`src/rtl/mem_accum.sv`:
```
// mem_accum: read-modify-write accumulator that sweeps an internal simple-dual-port RAM.
// Define MEM_ACCUM_SAT_EN to saturate on add overflow instead of wrapping.
module mem_accum #(
    parameter int DATA_W = 16,
    parameter int ADDR_W = 8
) (
    input  logic              clka,
    input  logic              rst,
    input  logic              start,
    input  logic [1:0]        cmd,
    input  logic              in_valid,
    input  logic [DATA_W-1:0] in_data,
    output logic              in_ready,
    output logic [DATA_W-1:0] dout,
    output logic              dout_valid,
    output logic              busy,
    output logic              done,
    output logic              overflow
);
    localparam int DEPTH = 2 ** ADDR_W;
    localparam logic [ADDR_W-1:0] ADDR_LAST = {ADDR_W{1'b1}};

    typedef enum logic [2:0] {
        S_IDLE,
        S_CLEAR,
        S_ACCUM,
        S_DUMP,
        S_FIN
    } state_t;

    state_t            state_reg, state_next;
    logic [ADDR_W-1:0] addr_reg, addr_next;
    logic              last_reg, last_next;
    logic [ADDR_W-1:0] addr_d_reg;
    logic [DATA_W-1:0] data_d_reg;
    logic              wr_pend_reg;
    logic              dout_valid_reg;
    logic              overflow_reg, overflow_next;

    logic [DATA_W-1:0] mem [DEPTH];
    logic [DATA_W-1:0] rd_data_reg;
    logic              rd_en;
    logic              wr_en;
    logic              handshake;
    logic [ADDR_W-1:0] wr_addr;
    logic [DATA_W-1:0] wr_data;
    logic [DATA_W-1:0] acc_value;
    logic [DATA_W:0]   sum;

    // last_reg marks that the final address has been issued; the pass then drains one cycle.
    assign in_ready  = (state_reg == S_ACCUM) && !last_reg;
    assign handshake = in_ready && in_valid;
    assign rd_en     = handshake || ((state_reg == S_DUMP) && !last_reg);

    assign sum = {1'b0, rd_data_reg} + {1'b0, data_d_reg};
`ifdef MEM_ACCUM_SAT_EN
    assign acc_value = sum[DATA_W] ? {DATA_W{1'b1}} : sum[DATA_W-1:0];
`else
    assign acc_value = sum[DATA_W-1:0];
`endif

    assign wr_en   = (state_reg == S_CLEAR) || wr_pend_reg;
    assign wr_addr = (state_reg == S_CLEAR) ? addr_reg : addr_d_reg;
    assign wr_data = (state_reg == S_CLEAR) ? '0 : acc_value;

    always_comb begin
        state_next    = state_reg;
        addr_next     = addr_reg;
        last_next     = last_reg;
        overflow_next = overflow_reg;
        case (state_reg)
            S_IDLE: begin
                if (start) begin
                    addr_next = '0;
                    last_next = 1'b0;
                    case (cmd)
                        2'b00:   state_next = S_CLEAR;
                        2'b01: begin
                            state_next    = S_ACCUM;
                            overflow_next = 1'b0;
                        end
                        2'b10:   state_next = S_DUMP;
                        default: state_next = S_FIN;
                    endcase
                end
            end
            S_CLEAR: begin
                if (addr_reg == ADDR_LAST) state_next = S_FIN;
                else                       addr_next  = addr_reg + 1'b1;
            end
            S_ACCUM: begin
                if (last_reg) begin
                    state_next = S_FIN;
                end else if (handshake) begin
                    if (addr_reg == ADDR_LAST) last_next = 1'b1;
                    else                       addr_next = addr_reg + 1'b1;
                end
            end
            S_DUMP: begin
                if (last_reg)                   state_next = S_FIN;
                else if (addr_reg == ADDR_LAST) last_next  = 1'b1;
                else                            addr_next  = addr_reg + 1'b1;
            end
            S_FIN:   state_next = S_IDLE;
            default: state_next = S_IDLE;
        endcase
        if (wr_pend_reg && sum[DATA_W]) overflow_next = 1'b1;
    end

    always_ff @(posedge clka or posedge rst) begin
        if (rst) begin
            state_reg      <= S_IDLE;
            addr_reg       <= '0;
            last_reg       <= 1'b0;
            addr_d_reg     <= '0;
            data_d_reg     <= '0;
            wr_pend_reg    <= 1'b0;
            dout_valid_reg <= 1'b0;
            overflow_reg   <= 1'b0;
        end else begin
            state_reg      <= state_next;
            addr_reg       <= addr_next;
            last_reg       <= last_next;
            overflow_reg   <= overflow_next;
            wr_pend_reg    <= handshake;
            dout_valid_reg <= (state_reg == S_DUMP) && !last_reg;
            if (handshake) begin
                addr_d_reg <= addr_reg;
                data_d_reg <= in_data;
            end
        end
    end

    // RAM kept free of reset so it maps onto block RAM; reset only gates the controls above.
    always_ff @(posedge clka) begin
        if (wr_en) mem[wr_addr] <= wr_data;
        if (rd_en) rd_data_reg <= mem[addr_reg];
    end

    assign dout       = dout_valid_reg ? rd_data_reg : '0;
    assign dout_valid = dout_valid_reg;
    assign busy       = (state_reg != S_IDLE);
    assign done       = (state_reg == S_FIN);
    assign overflow   = overflow_reg;

endmodule

```
`config.mk`:
```
export PLATFORM = sky130hd
export DESIGN_NAME = mem_accum
export DESIGN_NICKNAME = d
export VERILOG_FILES = /design/src/rtl/mem_accum.sv
export SDC_FILE = /design/constraint.sdc
export NUM_CORES = 2
export LEC_CHECK = 0
export CORE_MARGIN = 2
export CORE_UTILIZATION = 55
export DETAILED_ROUTE_END_ITERATION = 12
export PLACE_DENSITY = 0.74
export SLEW_MARGIN = 20
export SYNTH_ARGS = -nofsm -noshare
export SYNTH_HDL_FRONTEND = slang
export SYNTH_SLANG_ARGS = --single-unit
```
`constraint.sdc`:
```
create_clock -name clka -period 29.7 [get_ports clka]
set_clock_uncertainty 0.1 [all_clocks]
set_input_delay 7.425 -clock clka [delete_from_list [all_inputs] [get_ports clka]]
set_output_delay 7.425 -clock clka [all_outputs]
set_load 0.03 [all_outputs]
```
* Word level (Yosys, flattened, before mapping)
Memories as Yosys holds them, arrays and structs flattened. A register that Yosys moved wholly into a read port is not among the register bits.
Cells that the tools add are included.
W data, S select, Z words.
** Operators by class
- Add/sub/neg operators :: 2
- Eq/ne operators :: 13
- Multiplexer cells :: 26
- Reductions and logical operators :: 20
** Operators with widths (count)
- $mux W8 :: 6
- $mux W16 :: 2
- $pmux W8 S4 :: 1
- $pmux W3 S3 :: 2
- $add A16 B16 Y17 :: 1
- $mux W1 :: 11
- $mux W3 :: 3
- $add A8 B1 Y8 const B :: 1
- $eq A8 B8 Y1 const B :: 1
- $ne A2 B2 Y1 const B :: 4
- $eq A3 B2 Y1 const B :: 2
- $reduce_and A3 Y1 :: 2
- $reduce_bool A2 Y1 :: 3
- $reduce_bool A3 Y1 :: 2
- $reduce_and A5 Y1 :: 1
- $logic_and A1 B1 Y1 :: 4
- $ne A2 B1 Y1 const B :: 2
- $reduce_bool A4 Y1 :: 1
- $eq A3 B1 Y1 const B :: 1
- $eq A3 B3 Y1 const B :: 1
- $logic_not A3 Y1 :: 1
- $pmux W1 S3 :: 1
- $eq A2 B1 Y1 const B :: 1
- $eq A2 B2 Y1 const B :: 1
- 5 further kinds :: 6
** Storage, ports and cells
- Flip-flop bits (word level) :: 39
- RAM bits :: 4096
- Input bits :: 22
- Output and inout port bits :: 21
- Logic and storage cells :: 70
- Memories :: 1
** Memories
- mem :: words 256, width 16, read ports 1, clocked after memory_dff 1, write ports 1, line 40 : logic [DATA_W-1:0] mem [DEPTH];

* Logic depth before layout (Yosys ltp)
- Word-level depth :: 6
- Depth in mapped cells :: 15
- Gate-level depth less buffers :: 11

* Least setup slack after synthesis
No wires, ideal clock.
- Kind :: flip-flop to flip-flop
- Start point :: register data_d_reg[0]
- End point :: memory mem[0][4], data pin
- Setup time :: 2.245 ns
- Arrival time :: 11.506 ns
- Required time :: 27.355 ns
- Slack :: 15.849 ns
- Cell stages (with the launch flop) :: 7
- Path buffers :: 0
- Clock period less this slack :: 13.851 ns
- Cell sequence :: dfrtp_1 > ha_1 > inv_1 > fa_1 > nor2b_1 > o31a_1 > a211oi_1
** On the way
- Cells in the longest elaborated chain, start to end :: 2
** RTL lines
- start: declaration :: line 35 : logic [DATA_W-1:0] data_d_reg;
- start signal: assignment :: line 129 : data_d_reg <= in_data;
- $add A16 B16 Y17 :: line 55 : assign sum = {1'b0, rd_data_reg} + {1'b0, data_d_reg};
- $mux W16 :: line 64 : assign wr_data = (state_reg == S_CLEAR) ? '0 : acc_value;
- net wr_data[4] :: line 46 : logic [DATA_W-1:0] wr_data;
- end: declaration :: line 40
The timed path passes the listed nets, and every way through them passes these cells.

* Worst setup path in the final report
- Start point :: register state_reg[1]
- End point :: output in_ready
** On the way
- Cells in the longest elaborated chain, start to end :: 2
** RTL lines
- start: declaration :: line 31 : state_t state_reg, state_next;
- start signal: assignment :: line 121 : state_reg <= state_next;
- $eq A3 B2 Y1 :: line 51 : assign in_ready = (state_reg == S_ACCUM) && !last_reg;
- $logic_and A1 B1 Y1 :: line 51
- end: declaration :: line 13 : output logic in_ready,
Every way passes these cells.

==> flow_metrics.env <==
export IMPL_htree_levels=5
export IMPL_cp_required_ns=22.18
export IMPL_die_area_um2=298000
export IMPL_p_int_uw=13500
export IMPL_r2r_cells=12
export IMPL_layout_drive_gt1_share_pct=25.9
export IMPL_grt_overflow=0
export IMPL_ant_nets=0
export IMPL_fp_dieH_um=546
export IMPL_cts_tree="built"
export IMPL_wirelength_um=427000
export IMPL_cts_root_buffer="clkbuf_16"
export IMPL_cp_slowest_cell="clkdlybuf4s50_1"
export IMPL_synthCells=7373
export IMPL_ios=43
export IMPL_ys_flop_type="edfxtp_1"
export IMPL_maxCapViolCount=0
export IMPL_critical_path_top_delay_family="buffers and inverters"
export IMPL_drtIter0Drc=13384
export IMPL_port_buffers=42
export IMPL_cts_setup_buffers=0
export IMPL_r2r_slack_ns=21.92
export IMPL_ctsHoldBuffers=0
export IMPL_peakVddDrop_mv=0.168
export IMPL_setup_tns_ns=0
export IMPL_r2r_end="rd_data_reg[15]"
export IMPL_crit_fanout=6
export IMPL_avgRoutedWirePerCell_um=35.5
export IMPL_vias_per_cell=6.81
export IMPL_ys_warn_count=0
export IMPL_syn_area_per_cell_um2=21.9
export IMPL_synthArstFlopShare_pct=0.940
export IMPL_grt_pass1_vias=80535
export IMPL_grt_pass1_wl_um=604000
export IMPL_grt_max_degree=209
export IMPL_power_total_uw=20200
export IMPL_slew_viol_final=0
export IMPL_dieWidth_um=546
export IMPL_rows=198
export IMPL_design_core_area_um2=291000
export IMPL_period_share_pct=34.0
export IMPL_hold_depth=2
export IMPL_yosysSeqAreaShare_pct=77.1
export IMPL_worstSetupPathType="reg2out"
export IMPL_min_path_type="reg2reg"
export IMPL_p_sw_share_pct=32.9
export IMPL_nNetsFinal=7834
export IMPL_area_growth_pct=11.9
export IMPL_hold_ws_ns=0.396
export IMPL_gp_congestion=0.906
export IMPL_cp_end_kind="output pin"
export IMPL_combPwrFrac_pct=29.2
export IMPL_hold_violations=0
export IMPL_clock_latency_ns=0.92
export IMPL_drc=0
export IMPL_ys_ff_latch=4151
export IMPL_nFillCells=19164
export IMPL_switchingPower_uw=6630
export IMPL_power_density_nw_per_um2=112
export IMPL_synth_edf_count=4112
export IMPL_hold_start="data_d_reg[0]"
export IMPL_p_seq_share_pct=45.8
export IMPL_status="finished clean"
export IMPL_max_freq_mhz=98.9
export IMPL_grt_usage_pct=28.5
export IMPL_largest_reg_flops=4096
export IMPL_p_clk_share_pct=25.1
export IMPL_relSlewSlack_pct=12.7
export IMPL_numCtsBuffers=396
export IMPL_p_leak_uw=0.0554
export IMPL_slowest_delay_ns=0.68
export IMPL_syn_area_um2=161000
export IMPL_setup_violations=0
export IMPL_dr_pass1_iters=7
export IMPL_worst_pin_slew_ns=1.30
export IMPL_syn_nets=7417
export IMPL_cp_cell_sequence="nor2b_1 -> and3_1 -> clkdlybuf4s50_1"
export IMPL_r2r_start="addr_reg[0]"
export IMPL_critical_path_arrival_ns=2.59
export IMPL_synth_cell_types=80
export IMPL_antenna_found_initial=20
export IMPL_clk_path_buf_depth=4
export IMPL_vias=81840
export IMPL_floorplan_initialDensity_pct=55.4
export IMPL_worst_setup_path_start_kind="flip-flop"
export IMPL_finalCriticalPeriod_ns=10.11
export IMPL_clk_pin_slew_worst_paths_ns=0.06
export IMPL_clock_sinks=4151
export IMPL_cts_resized_gates=0
export IMPL_path_buf_inv=1
export IMPL_place_hpwl_um=241000
export IMPL_min_to="data_d_reg[0]"
export IMPL_grt_setup_unrepaired="false"
==> power groups by stage <==
stage,registers [uW],logic (uW),clock network (uW)
detailed placement,9360,5710,0
finish,9240,5880,5050
global route,9240,6160,5310
floorplan,10200,3280,0
global placement,9350,5430,0
CTS,9240,5730,5090
==> cells by family (layout without fill, tap and decap cells) <==
group / after synthesis / after routing / synth area share [%]
xor+xnor: 13 / 13 / 0.0706
flops: 4151 / 4151 / 77.1
simple gates: 716 / 716 / 1.87
fa+ha+maj: 22 / 22 / 0.175
buf+inv: 444 / 1183 / 1.84
mux: 1342 / 1342 / 16.0
other cells: 0 / 13 / 0
compound gates: 685 / 685 / 2.95
==> cells in the final DEF, fill, tap and decap left out, types with 48 or more instances in the layout <==
master,count
o21ai_0,103
o22ai_1,59
buf_4,373
a221oi_1,94
mux4_2,958
clkbuf_1,72
clkinv_1,83
bufinv_16,48
edfxtp_1,4112
clkbuf_16,400
nor2_1,280
a21oi_1,136
clkinv_2,83
nand2_1,197
mux2i_1,335
==> worst register-to-register path: stages (launching register included) <==
cell      delay [ns]
dfrtp_4         0.84
buf_4           0.76
buf_4           0.76
buf_4           0.75
buf_12          0.66
buf_4           0.78
mux4_2          0.63
mux4_2          0.55
nor2_1          0.15
nor2_1          0.09
a211oi_1        0.85
o31ai_1         0.39
buf_4           0.24
==> per-stage QoR <==
step / area, um^2 / utilization (%) / worst slack, ns / std cells
6_report: 181000 / 62.0 / 19.59 / 12025
3_5_place_dp: 167000 / 57.5 / 19.43 / 11286
3_3_place_gp: 167000 / 57.4 / 19.52 / 11285
2_1_floorplan: 161000 / - / 15.85 / 7373
5_1_grt: 181000 / 62.0 / 19.45 / 12015
4_1_cts: 180000 / 61.9 / 19.55 / 12006
==> cells in the mapped netlist (all sizes together) (4+ instances only) <==
cell type | instances | area share (%)
o22ai | 59 | 0.23
o21a | 7 | 0.033
a21oi | 138 | 0.43
a22oi | 45 | 0.21
nor2b | 14 | 0.054
o211ai | 31 | 0.14
nand2b | 6 | 0.023
or3 | 7 | 0.027
a211oi | 25 | 0.12
a31o | 4 | 0.022
a221o | 11 | 0.068
a31oi | 15 | 0.058
or2 | 5 | 0.019
a221oi | 96 | 0.53
dfrtp | 39 | 0.60
xnor2 | 7 | 0.038
nor3 | 31 | 0.096
nand3 | 19 | 0.062
a222oi | 10 | 0.062
a22o | 5 | 0.027
and2 | 28 | 0.11
mux4 | 976 | 14
o221ai | 34 | 0.18
o31ai | 15 | 0.070
inv | 16 | 0.037
edfxtp | 4112 | 77
a2bb2oi | 7 | 0.038
a21o | 14 | 0.065
nand2 | 216 | 0.50
buf | 296 | 1.5
xor2 | 6 | 0.033
o2111ai | 18 | 0.098
a2111oi | 13 | 0.074
nand4 | 6 | 0.023
clkbuf | 130 | 0.32
o21ai | 112 | 0.35
mux2i | 335 | 2.1
and3 | 12 | 0.047
mux2 | 31 | 0.22
nor2 | 356 | 0.83
nand3b | 7 | 0.033
ha | 21 | 0.16
==> area by class of cell <==
cell class | instances | area (um^2) | share of cell area (%)
repair buffers | 446 | 3820 | 2.12
multi-input cells | 2778 | 34400 | 19.1
well taps | 3900 | 4880 | 2.70
clock buffers | 475 | 10300 | 5.72
inverters | 17 | 68.8 | 0.0381
diodes | 13 | 32.5 | 0.0180
flip-flops and latches | 4151 | 124000 | 68.9
clock inverters | 245 | 2540 | 1.41
==> how the worst max path moves through the flow <==
stage	cells after the start	to	start
floorplan	6	mem[0][4]	data_d_reg[0]
global placement	4	rd_data_reg[12]	in_valid
detailed placement	4	rd_data_reg[0]	in_valid
CTS	3	in_ready	state_reg[1]
global route	3	in_ready	state_reg[1]
finish	3	in_ready	state_reg[1]
==> per-layer routing <==
metal / wire length (um) / part of all wire [%] / track usage (%) / vias up
met5: 146 / 0.034 / 0 / -
met4: 21100 / 4.9 / 12.8 / 14
met3: 57000 / 13 / 8.15 / 1016
li1: - / - / - / 31923
met1: 151000 / 35 / 39.1 / 42896
met2: 198000 / 46 / 42.8 / 5991
Power figures use the tool's default switching activity.
